## src/rtl/reset_sequencer.sv

```systemverilog
// reset_sequencer: async-assert / sync-release reset, hold, then in-order
// domain release (ack + watchdog when RESET_SEQ_ACK_EN, else fixed spacing).
// Ports: clk, reset (async, high), sw_reset_req, domain_ack[N] -> domain_reset[N],
//        all_ready, busy, timeout_err (sticky), failed_domain (first timeout).
module reset_sequencer #(
  parameter int NUM_DOMAINS = 4,
  parameter int HOLD_CYCLES = 8,
  parameter int ACK_TIMEOUT = 16,
  parameter int STEP_CYCLES = 4,
  localparam int FW = (NUM_DOMAINS > 1) ? $clog2(NUM_DOMAINS) : 1
) (
  input  logic                   clk,
  input  logic                   reset,
  input  logic                   sw_reset_req,
  input  logic [NUM_DOMAINS-1:0] domain_ack,
  output logic [NUM_DOMAINS-1:0] domain_reset,
  output logic                   all_ready,
  output logic                   busy,
  output logic                   timeout_err,
  output logic [FW-1:0]          failed_domain
);

  localparam int MX1 = (HOLD_CYCLES > ACK_TIMEOUT) ? HOLD_CYCLES : ACK_TIMEOUT;
  localparam int MX  = (MX1 > STEP_CYCLES) ? MX1 : STEP_CYCLES;
  localparam int CW  = $clog2(MX + 1);

  localparam logic [CW-1:0] HOLD_LAST = CW'(HOLD_CYCLES - 1);
  localparam logic [FW-1:0] K_LAST    = FW'(NUM_DOMAINS - 1);
`ifdef RESET_SEQ_ACK_EN
  localparam logic [CW-1:0] ACK_LAST  = CW'(ACK_TIMEOUT - 1);
`else
  localparam logic [CW-1:0] STEP_LAST = CW'(STEP_CYCLES - 1);
`endif

  typedef enum logic [1:0] {SYNC, HOLD, STEP, DONE} state_t;

  state_t                 state_q, state_n;
  logic [1:0]             sync_q;
  logic [CW-1:0]          cnt_q, cnt_n;
  logic [FW-1:0]          k_q, k_n;
  logic [NUM_DOMAINS-1:0] drst_q, drst_n;
  logic                   rdy_q, busy_q;
  logic                   adv;

`ifdef RESET_SEQ_ACK_EN
  logic          terr_q, terr_n;
  logic [FW-1:0] fdom_q, fdom_n;
`endif

  always_comb begin
    state_n = state_q;
    cnt_n   = cnt_q;
    k_n     = k_q;
    drst_n  = drst_q;
    adv     = 1'b0;
`ifdef RESET_SEQ_ACK_EN
    terr_n  = terr_q;
    fdom_n  = fdom_q;
`endif
    unique case (state_q)
      SYNC: begin
        // leave on the edge where the output stage falls
        if (sync_q == 2'b10) begin
          state_n = HOLD;
          cnt_n   = '0;
        end
      end
      HOLD: begin
        if (cnt_q == HOLD_LAST) begin
          drst_n[0] = 1'b0;
          k_n       = '0;
          cnt_n     = '0;
          state_n   = STEP;
        end else begin
          cnt_n = cnt_q + 1'b1;
        end
      end
      STEP: begin
`ifdef RESET_SEQ_ACK_EN
        if (domain_ack[k_q]) begin
          adv = 1'b1;
        end else if (cnt_q == ACK_LAST) begin
          adv    = 1'b1;
          terr_n = 1'b1;
          if (!terr_q) fdom_n = k_q;
        end
`else
        adv = (cnt_q == STEP_LAST);
`endif
        if (adv) begin
          cnt_n = '0;
          if (k_q == K_LAST) begin
            state_n = DONE;
          end else begin
            k_n         = k_q + 1'b1;
            drst_n[k_n] = 1'b0;
          end
        end else begin
          cnt_n = cnt_q + 1'b1;
        end
      end
      DONE: begin
        if (sw_reset_req) begin
          drst_n  = '1;
          cnt_n   = '0;
          state_n = HOLD;
        end
      end
    endcase
  end

  always_ff @(posedge clk or posedge reset) begin
    if (reset) begin
      sync_q  <= 2'b11;
      state_q <= SYNC;
      cnt_q   <= '0;
      k_q     <= '0;
      drst_q  <= '1;
      rdy_q   <= 1'b0;
      busy_q  <= 1'b1;
    end else begin
      sync_q  <= {sync_q[0], 1'b0};
      state_q <= state_n;
      cnt_q   <= cnt_n;
      k_q     <= k_n;
      drst_q  <= drst_n;
      rdy_q   <= (state_n == DONE);
      busy_q  <= (state_n != DONE);
    end
  end

`ifdef RESET_SEQ_ACK_EN
  always_ff @(posedge clk or posedge reset) begin
    if (reset) begin
      terr_q <= 1'b0;
      fdom_q <= '0;
    end else begin
      terr_q <= terr_n;
      fdom_q <= fdom_n;
    end
  end

  assign timeout_err   = terr_q;
  assign failed_domain = fdom_q;
`else
  logic unused_ack;
  assign unused_ack    = ^domain_ack;
  assign timeout_err   = 1'b0;
  assign failed_domain = '0;
`endif

  assign domain_reset = drst_q;
  assign all_ready    = rdy_q;
  assign busy         = busy_q;

endmodule

```

## config.mk

```make
export PLATFORM = sky130hd
export DESIGN_NAME = reset_sequencer
export DESIGN_NICKNAME = d
export VERILOG_FILES = /design/src/rtl/reset_sequencer.sv
export SDC_FILE = /design/constraint.sdc
export NUM_CORES = 1
export LEC_CHECK = 0
export CAP_MARGIN = 20
export CORE_AREA = 2 2 40 57
export DETAILED_ROUTE_END_ITERATION = 10
export DIE_AREA = 0 0 42 59
export MAX_ROUTING_LAYER = met4
export PLACE_DENSITY_LB_ADDON = 0.25
export SLEW_MARGIN = 20
export SYNTH_ARGS = -nofsm -noshare
export SYNTH_HDL_FRONTEND = slang
export SYNTH_SLANG_ARGS = --single-unit
export TNS_END_PERCENT = 5
```

## constraint.sdc

```tcl
create_clock -name clk -period 3.4 [get_ports clk]
set_clock_uncertainty 0.05 [all_clocks]
set_input_delay 0.85 -clock clk [delete_from_list [all_inputs] [get_ports clk]]
set_output_delay 0.85 -clock clk [all_outputs]
set_load 0.01 [all_outputs]
```

# After elaboration in Yosys (flattened, before gate mapping)
# Cells that the tools add are included.
# op_classes
bitwise	2
n_addsub	2
muxes	23
magnitude_cmp	2
n_reduce_logical	9
eq_ne	14
# ops
op	count
5-bit two-way mux	4
5-bit one-hot mux with 4 select lines	1
2-bit two-way mux	8
4-bit two-way mux	3
2-bit inequality test (second input constant)	6
2-bit equality test (second input constant)	5
2-bit one-hot mux with 4 select lines	1
4-bit AND reduction	2
3-bit one-hot mux with 2 select lines	1
5-bit by 1-bit adder with 5-bit output (second input constant)	1
5-bit by 2-bit equality test with 1-bit output (second input constant)	1
5-bit by 3-bit equality test with 1-bit output (second input constant)	1
5-bit AND reduction	1
4-bit AND	1
4-bit inverter	1
2-bit one-hot mux with 2 select lines	1
2-bit nonzero test	2
2-bit by 3-bit < comparator with 1-bit output (second input constant)	1
1-bit one-hot mux with 3 select lines	1
3-bit nonzero test	1
2-bit by 1-bit adder with 2-bit output (second input constant)	1
1-bit demux with 2-bit select	1
2-bit by 1-bit equality test with 1-bit output (second input constant)	1
2-bit by 1-bit greater-or-equal comparator with 1-bit output (second input constant)	1
other kinds (4)	5
# totals
ff_bits	17
out_inout_bits	9

# Logic depth before layout (Yosys ltp)
# Gate-level depths: netlist (run 1).
# depth
depth_word	10
depth_mapped	7
ltp_nobuf	6

# Worst setup path before layout (run 1)
# OpenSTA, ideal clock, no wires.
# synth_path
kind	register to register
startpoint	reg cnt_q[0]
endpoint	reg cnt_q[3]
path_slack_ns	1.678
arrival_time_ns	1.548
period_less_slack_ns	1.722
setup_ns	0.124
required_time_ns	3.226
path_buffers	0
path_stages_with_launch	6
path_cell_list	dfrtp_1 > ha_1 > or4b_4 > nor2_1 > nor4b_1 > a211o_1
# synth_via
elab_chain_cells	3
word_cells_on_any_way	6
classes_between	1 x add/sub; 2 x eq/ne; 3 x mux
# synth_lines
element	line	rtl
from (decl)	39	logic [CW-1:0] cnt_q, cnt_n;
from (signal assigned)	124	cnt_q <= cnt_n;
5-bit by 1-bit adder with 5-bit output (tied with other cells)	75, 99	
5-bit two-way mux (on tied branches)	90, 69	
5-bit one-hot mux with 4 select lines *	60	unique case (state_q)
# Every way passes the cells marked *; elsewhere a longest branch is shown, timed or not.
# A chain may end at the register's enable or synchronous reset.

# Worst setup path after layout (run 1)
# layout_path
startpoint	reg drst_q[3] (netlist: domain_reset[3])
endpoint	out domain_reset[3]
# layout_rtl
element	line	rtl
from (decl)	41	logic [NUM_DOMAINS-1:0] drst_q, drst_n;
from (signal assigned)	126	drst_q <= drst_n;
to (decl)	16	output logic [NUM_DOMAINS-1:0] domain_reset,
# No word-level cell between the ends.

==> impl_metrics.py, run 1 <==
metrics = {
    "run_status": {
        "outcome": "complete, no violations",
    },
    "global_routing": {
        "antenna_found_initial": 0,
        "grt_pass1_wl_um": 3420,
        "grt.total_usage": 0.190,
        "grt_overflow": 0,
        "grt_max_degree": 18,
        "grt_pass1_vias": 800,
    },
    "route": {
        "vias": 769,
        "drt_iter0_markers": 9,
        "route.layer.met1.wl_um": 831,
        "met2_length_um": 966,
        "routed_via_density": 5.74,
        "maxUsedRoutingLayer": "met4",
        "routed-wl-met3_um": 56,
        "avgRoutedWirePerCell_um": 14.2,
        "dr.pass1.iters": 4,
        "drc": 0,
        "postRouteAntennaNets": 0,
        "finalWirelength_um": 1900,
    },
    "clocking": {
        "cts_buffers": 3,
        "cts_max_level": 1,
        "ctsLongestPathBuffers": 2,
        "clk_latency_ps": 310,
        "clk_pin_slew_worst_paths_ps": 110,
        "cts_setup_buffers": 0,
        "cts_resized": 0,
        "cts_root_buf": "clkbuf_4",
        "cts_hold_buf": 0,
        "cts.sinks": 17,
        "cts_tree": "done",
    },
    "sta": {
        "period_minus_slack_ps": 2280,
        "setup-tns-final_ps": 0,
        "hold_violations": 0,
        "setup_viol": 0,
        "slew_headroom": 0.582,
        "finalCritPeriodShare": 0.670,
        "fin_ws_ps": 1120,
        "fmax_mhz": 439,
        "rsz0062_at_grt": "no",
        "slew_viol_final": 0,
        "worst_slew_pin_slew_ps": 627,
    },
    "floorplan": {
        "ioPinCount": 16,
        "dieArea_um2": 2480,
        "die_h_um": 59,
        "die_w_um": 42,
        "fp-row-count": 19,
        "start_util": 0.541,
        "core_area_um2": 1930,
    },
    "cells_and_area": {
        "finalNetCount": 131,
        "syn2layout_area_growth_pct": 9.98,
        "fill_cells": 166,
        "final_layout_size_suffix_gt1_frac": 0.124,
        "antenna_cells": 0,
        "final_area_um2": 1140,
    },
    "yosys": {
        "yosysTopAreaCell": "dfrtp_1",
        "synthTopCellsByArea": "dfrtp_1, dfstp_2, ha_1",
        "avgSynthCellArea_um2": 10.0,
        "ys_seq_area_frac": 0.417,
        "async_flop_share": 1.00,
        "yosys_warnings": 0,
        "synth_edf_count": 0,
        "synth.cell_area_um2": 1040,
        "synth_top_area_share": 0.240,
        "ys_types": 36,
        "syn_inst": 104,
        "synth_ff_type": "dfrtp_1",
        "ys_ff_latch": 17,
    },
    "hold_path": {
        "holdCritPathClass": "flop to flop",
        "holdPathStages": 0,
    },
    "critical_path": {
        "critical_path_cell_count": 1,
        "crit_chain": "clkdlybuf4s50_1",
        "worstSetupEndpointType": "output port",
        "r2r-end": "k_q[1]",
        "rrSetupSlack_ps": 1470,
        "crit_start": "domain_reset[3]",
        "setup.worst_path.start_class": "flop",
        "cp_slowest_stage_delay_ps": 540,
        "crit_fanout": 2,
        "crit_slowest_cell": "dfstp_2",
        "arrival_ps": 1380,
        "reg2reg_from": "state_q[0]",
        "crit_family": "flip-flops",
        "cp_num_buf_inv": 1,
        "rr_worst_depth": 6,
        "endpoint": "domain_reset[3]",
        "cp.required_ps": 2500,
        "crit_type": "flop to output port",
    },
    "placed_design": {
        "io_buffer_count": 8,
        "placed_cell_area_um2": 1120,
        "routabilityCongestion": 0.792,
        "dp_hpwl_um": 1410,
        "pre_cts_ws_ps": 1050,
    },
    "pwr": {
        "leakage_nw": 0.522,
        "vdd_drop_max_mv": 0.490,
        "p_per_area_nw_per_um2": 728,
    },
    "run": {
        "cap_violations": 0,
    },
}
cells by family after synthesis:
logic type,Yosys count,synth area share
other,1,0.00360
adder cells (fa/ha/maj),10,0.120
AND/OR/NAND/NOR,34,0.192
AO/OA/AOI/OAI,28,0.192
flip-flops,17,0.417
multiplexers,1,0.00962
buffers and inverters,13,0.0649
metal layers:
layer | GRT usage | vias up
met4 | 0.115 | 0
met3 | 0.0183 | 5
met5 | - | -
met2 | 0.319 | 14
li1 | - | 379
met1 | 0.219 | 371
cell type report:
type	count	area [um2]	share of cell area
repair buffers	8	80.1	0.0699
clock inverters	1	5.00	0.00437
clock buffers	3	22.5	0.0197
inverters	7	26.3	0.0230
flip-flops and latches	17	434	0.379
well taps	21	26.3	0.0230
multi-input cells	77	551	0.481
through the flow:
stage	hold WS, ps	instances	total power, mW	util
6_report	322	134	0.833	0.595
4_1_cts	323	134	0.839	0.595
3_3_place_gp	304	130	0.706	0.580
5_1_grt	330	134	0.901	0.595
2_1_floorplan	301	107	0.596	-
3_5_place_dp	308	130	0.724	0.580
cells in the mapped netlist, types with 4 or more instances:
master / number
ha_1: 10
nand2_1: 9
dfrtp_1: 10
a21o_1: 4
nor2_1: 7
dfstp_2: 7
o21ai_0: 6
inv_1: 7
nand3_1: 5
report_power, final:
part	total [mW]	internal, mW	switching (mW)	leakage, nW
Clock	0.116	0.0440	0.0724	0.0177
Combinational	0.403	0.183	0.220	0.307
Sequential	0.314	0.276	0.0372	0.198
Total	0.833	0.503	0.330	0.522
flip-flops by register name, indices dropped and copies added (netlist names):
signal	cells
busy	1
domain_reset	4
state_q	2
sync_q	2
k_q	2
all_ready	1
cnt_q	5
placed cells by master (no fill, tap or decap), drive strengths merged, types with 2 or more instances in the layout:
cell and instances:
clkdlybuf4s50 8, ha 10, a21oi 2, nor2b 3
dfrtp 10, conb 4, nand2 9, nor2 7
dfstp 7, a22o 3, nor4b 2, inv 7
clkbuf 3, o21ai 8, nand3 5, o31ai 3
a211o 2, a21o 4
how the worst min path moves through the flow:
stage                     slack [ps]         to       from
final                            320  sync_q[1]  sync_q[0]
after global routing             330  sync_q[1]  sync_q[0]
after CTS                        320  sync_q[1]  sync_q[0]
after detailed placement         310  sync_q[1]  sync_q[0]
after global placement           300  sync_q[1]  sync_q[0]
after floorplan                  300  sync_q[1]  sync_q[0]
Note: power is estimated with default switching activity, not from simulation.
==> run 2, diff against run 1 <==
CORE_AREA = 2 2 41 58   (was 2 2 40 57)
DIE_AREA = 0 0 43 60   (was 0 0 42 59)
clock period = 2.2 ns   (was 3.4 ns; I/O delays follow)
==> impl_metrics.py, run 2 (synthesized netlist as in run 1, its figures left out) <==
metrics = {
    "critical_path": {
        "crit_slowest_cell": "dfstp_2",
        "crit_type": "flop to output port",
        "crit_chain": "clkdlybuf4s50_1",
        "crit_family": "flip-flops",
        "setup.worst_path.start_class": "flop",
        "crit_fanout": 2,
        "arrival_ps": 1370,
        "cp_num_buf_inv": 1,
        "cp_slowest_stage_delay_ps": 540,
        "cp.required_ps": 1600,
        "reg2reg_from": "state_q[0]",
        "rr_worst_depth": 6,
        "rrSetupSlack_ps": 280,
        "r2r-end": "k_q[1]",
        "worstSetupEndpointType": "output port",
    },
    "pwr": {
        "vdd_drop_max_mv": 0.484,
        "p_per_area_nw_per_um2": 1120,
        "power_mw": 1.29,
        "leakage_nw": 0.522,
    },
    "route": {
        "dr.pass1.iters": 4,
        "vias": 779,
        "postRouteAntennaNets": 0,
        "drt_iter0_markers": 12,
        "route.layer.met1.wl_um": 793,
        "drc": 0,
        "routed-wl-met3_um": 52,
        "avgRoutedWirePerCell_um": 14.1,
        "finalWirelength_um": 1910,
        "maxUsedRoutingLayer": "met4",
        "routed_via_density": 5.77,
        "met2_length_um": 1010,
    },
    "hold_path": {
        "holdCritPathClass": "flop to flop",
        "holdPathStages": 0,
        "holdPathEnd": "sync_q[1]",
        "min-delay-start": "sync_q[0]",
    },
    "placed_design": {
        "routabilityCongestion": 0.775,
        "place_inst": 131,
        "dp_hpwl_um": 1430,
        "io_buffer_count": 8,
        "placed_cell_area_um2": 1120,
    },
    "floorplan": {
        "start_util": 0.495,
        "dieArea_um2": 2580,
        "core_area_um2": 2100,
        "fp-row-count": 20,
        "ioPinCount": 16,
        "die_w_um": 43,
        "die_h_um": 60,
    },
    "clocking": {
        "cts_buffers": 3,
        "cts_max_level": 1,
        "cts_resized": 0,
        "cts_tree": "done",
        "cts_root_buf": "clkbuf_4",
        "clk_pin_slew_worst_paths_ps": 100,
        "ctsLongestPathBuffers": 2,
        "cts_setup_buffers": 0,
        "cts_hold_buf": 0,
        "cts.sinks": 17,
        "clk_latency_ps": 300,
    },
    "run": {
        "cap_violations": 0,
    },
    "cells_and_area": {
        "final_core_util": 0.545,
        "final-seq-area_um2": 434,
        "multi_input_area_um2": 551,
        "layout_common_cells": "ha_1, dfrtp_1, nand2_1",
        "syn2layout_area_growth_pct": 10.1,
        "finalNetCount": 131,
        "top_register": "cnt_q",
        "final_area_um2": 1150,
        "fill_cells": 191,
        "largest_register_ffs": 5,
        "fin_cells": 135,
        "antenna_cells": 0,
        "final_layout_size_suffix_gt1_frac": 0.124,
    },
    "global_routing": {
        "grt_max_degree": 18,
        "grt.total_usage": 0.179,
        "grt_pass1_vias": 742,
        "grt_overflow": 0,
        "antenna_found_initial": 0,
        "grt_pass1_wl_um": 3280,
    },
    "sta": {
        "slew_viol_final": 0,
        "setup_viol": 0,
        "setup-tns-final_ps": 0,
        "hold_violations": 0,
        "fmax_mhz": 507,
        "period_minus_slack_ps": 1970,
        "rsz0062_at_grt": "no",
        "worst_slew_pin_slew_ps": 645,
        "finalCritPeriodShare": 0.897,
        "slew_headroom": 0.570,
    },
    "run_status": {
        "outcome": "complete, no violations",
    },
}
-- run 2: power breakdown --
group / total (mW) / switching [mW] / internal, mW
clock network: 0.174 / 0.106 / 0.0679
registers: 0.487 / 0.0597 / 0.427
logic: 0.624 / 0.343 / 0.281
total: 1.29 / 0.509 / 0.777
-- run 2: worst max path at each step --
stage	start	end	depth (start not counted)
CTS	domain_reset[0]	domain_reset[0]	1
floorplan	cnt_q[0]	cnt_q[3]	5
detailed placement	sw_reset_req	cnt_q[0]	5
global route	state_q[0]	cnt_q[0]	5
finish	domain_reset[0]	domain_reset[0]	1
global placement	sw_reset_req	cnt_q[0]	5
-- run 2: routing by layer --
metal  up-vias  GRT usage
li1        383          -
met1       376      0.184
met2        14      0.318
met3         6     0.0211
met4         0      0.117
met5         -          -
-- run 2: layout make-up --
cell class                 instances  share of cell area
multi-input combinational         77               0.480
inverter                           7              0.0229
clock inverter                     1             0.00437
clock buffer                       3              0.0197
sequential                        17               0.379
tap                               22              0.0240
timing repair buffer               8              0.0699
-- run 2: through the flow --
| step | hold WS, ps | worst slack [ps] |
|---|---|---|
| global route | 331 | 65.9 |
| CTS | 323 | 207 |
| global placement | 304 | 205 |
| finish | 319 | 227 |
| floorplan | 301 | 478 |
| detailed placement | 307 | 162 |
==> run 3, diff against run 2 <==
PLACE_DENSITY_LB_ADDON = 0.08   (was 0.25)
==> impl_metrics.py, run 3 (synthesized netlist as in run 1, its figures left out) <==
metrics = {
    "run_status": {
        "outcome": "complete, no violations",
    },
    "critical_path": {
        "critical_path_cell_count": 1,
        "reg2reg_from": "state_q[0]",
        "arrival_ps": 1370,
        "crit_family": "flip-flops",
        "crit_chain": "clkdlybuf4s50_1",
        "cp_num_buf_inv": 1,
        "worstSetupEndpointType": "output port",
        "r2r-end": "k_q[1]",
        "rr_worst_depth": 6,
        "endpoint": "domain_reset[3]",
        "crit_slowest_cell": "dfstp_2",
        "crit_type": "flop to output port",
        "rrSetupSlack_ps": 270,
        "crit_fanout": 2,
        "crit_start": "domain_reset[3]",
        "cp_slowest_stage_delay_ps": 540,
        "cp.required_ps": 1600,
        "setup.worst_path.start_class": "flop",
    },
    "floorplan": {
        "core_area_um2": 2100,
        "start_util": 0.495,
        "die_w_um": 43,
        "fp-row-count": 20,
        "die_h_um": 60,
        "dieArea_um2": 2580,
        "ioPinCount": 16,
    },
    "route": {
        "finalWirelength_um": 1870,
        "drc": 0,
        "dr.pass1.iters": 4,
        "routed_via_density": 5.62,
        "avgRoutedWirePerCell_um": 13.7,
        "postRouteAntennaNets": 0,
        "vias": 764,
        "drt_iter0_markers": 13,
    },
    "pwr": {
        "vdd_drop_max_mv": 0.639,
        "leakage_nw": 0.528,
        "power_mw": 1.28,
        "p_per_area_nw_per_um2": 1110,
    },
    "cells_and_area": {
        "antenna_cells": 0,
        "fin_cells": 136,
        "final_layout_size_suffix_gt1_frac": 0.132,
        "finalNetCount": 132,
        "fill_cells": 208,
        "largest_register_ffs": 5,
        "final-seq-area_um2": 434,
        "multi_input_area_um2": 551,
        "layout_common_cells": "ha_1, dfrtp_1, nand2_1",
        "syn2layout_area_growth_pct": 10.8,
        "top_register": "cnt_q",
        "final_core_util": 0.549,
    },
    "sta": {
        "slew_viol_final": 0,
        "fmax_mhz": 508,
        "period_minus_slack_ps": 1970,
        "setup-tns-final_ps": 0,
        "setup_viol": 0,
        "rsz0062_at_grt": "no",
        "worst_slew_pin_slew_ps": 639,
        "finalCritPeriodShare": 0.894,
        "hold_violations": 0,
        "slew_headroom": 0.574,
        "holdWs_ps": 318,
    },
    "global_routing": {
        "grt_use_met3": 0.0181,
        "grt_util_met2": 0.303,
        "grt_pass1_vias": 769,
        "grt.total_usage": 0.172,
        "antenna_found_initial": 0,
        "grt_busiest_layer": "met2",
        "grt_max_degree": 18,
        "grt_overflow": 0,
        "use_met1": 0.185,
        "grt_pass1_wl_um": 3210,
    },
    "clocking": {
        "clk_latency_ps": 300,
        "cts_hold_buf": 0,
        "cts_buffers": 3,
        "cts_resized": 0,
        "ctsLongestPathBuffers": 2,
        "cts_tree": "done",
        "clk_pin_slew_worst_paths_ps": 100,
        "cts.sinks": 17,
        "cts_root_buf": "clkbuf_4",
        "cts_max_level": 1,
        "cts_setup_buffers": 0,
    },
    "placed_design": {
        "routabilityCongestion": 0.738,
        "dp_hpwl_um": 1440,
        "place_inst": 132,
        "io_buffer_count": 8,
    },
    "run": {
        "cap_violations": 0,
    },
    "hold_path": {
        "holdCritPathClass": "flop to flop",
        "holdPathStages": 0,
    },
}
run 3: changes by cell type in the layout (fill, tap and decap cells not counted):
cell / change
buf_4: +1
run 3: per-layer routing:
metal / vias up / share of wire
met5: - / 0
met4: 0 / 0.025
met3: 5 / 0.015
met2: 9 / 0.51
met1: 367 / 0.44
li1: 383 / -
run 3: area by class of cell:
type / instances / area share
Timing Repair Buffer: 9 / 0.0759
Multi-Input combinational cell: 77 / 0.477
Sequential cell: 17 / 0.376
Tap cell: 22 / 0.0239
Clock inverter: 1 / 0.00434
Inverter: 7 / 0.0228
Clock buffer: 3 / 0.0195
run 3: report_power, final:
part           internal (mW)  total (mW)  switching (mW)
clock                 0.0678       0.170           0.102
sequential             0.427       0.488          0.0608
combinational          0.282       0.617           0.335
run 3: worst register-to-register path, stage by stage (launching register included):
cell,delay (ps)
dfrtp_1,440
inv_1,140
ha_1,400
mux2i_1,120
and3_1,250
a22o_1,190
a22o_1,230
run 3: how the worst min path moves through the flow:
stage / startpoint / end / slack, ps
floorplan: sync_q[0] / sync_q[1] / 300
global placement: sync_q[0] / sync_q[1] / 300
detailed placement: sync_q[0] / sync_q[1] / 310
CTS: sync_q[0] / sync_q[1] / 320
global route: sync_q[0] / sync_q[1] / 320
finish: sync_q[0] / sync_q[1] / 320
run 3: through the flow:
stage,worst slack [ps],instance area [um2]
detailed placement,166,1130
global route,115,1150
floorplan,478,1050
CTS,217,1150
finish,232,1150
global placement,179,1130
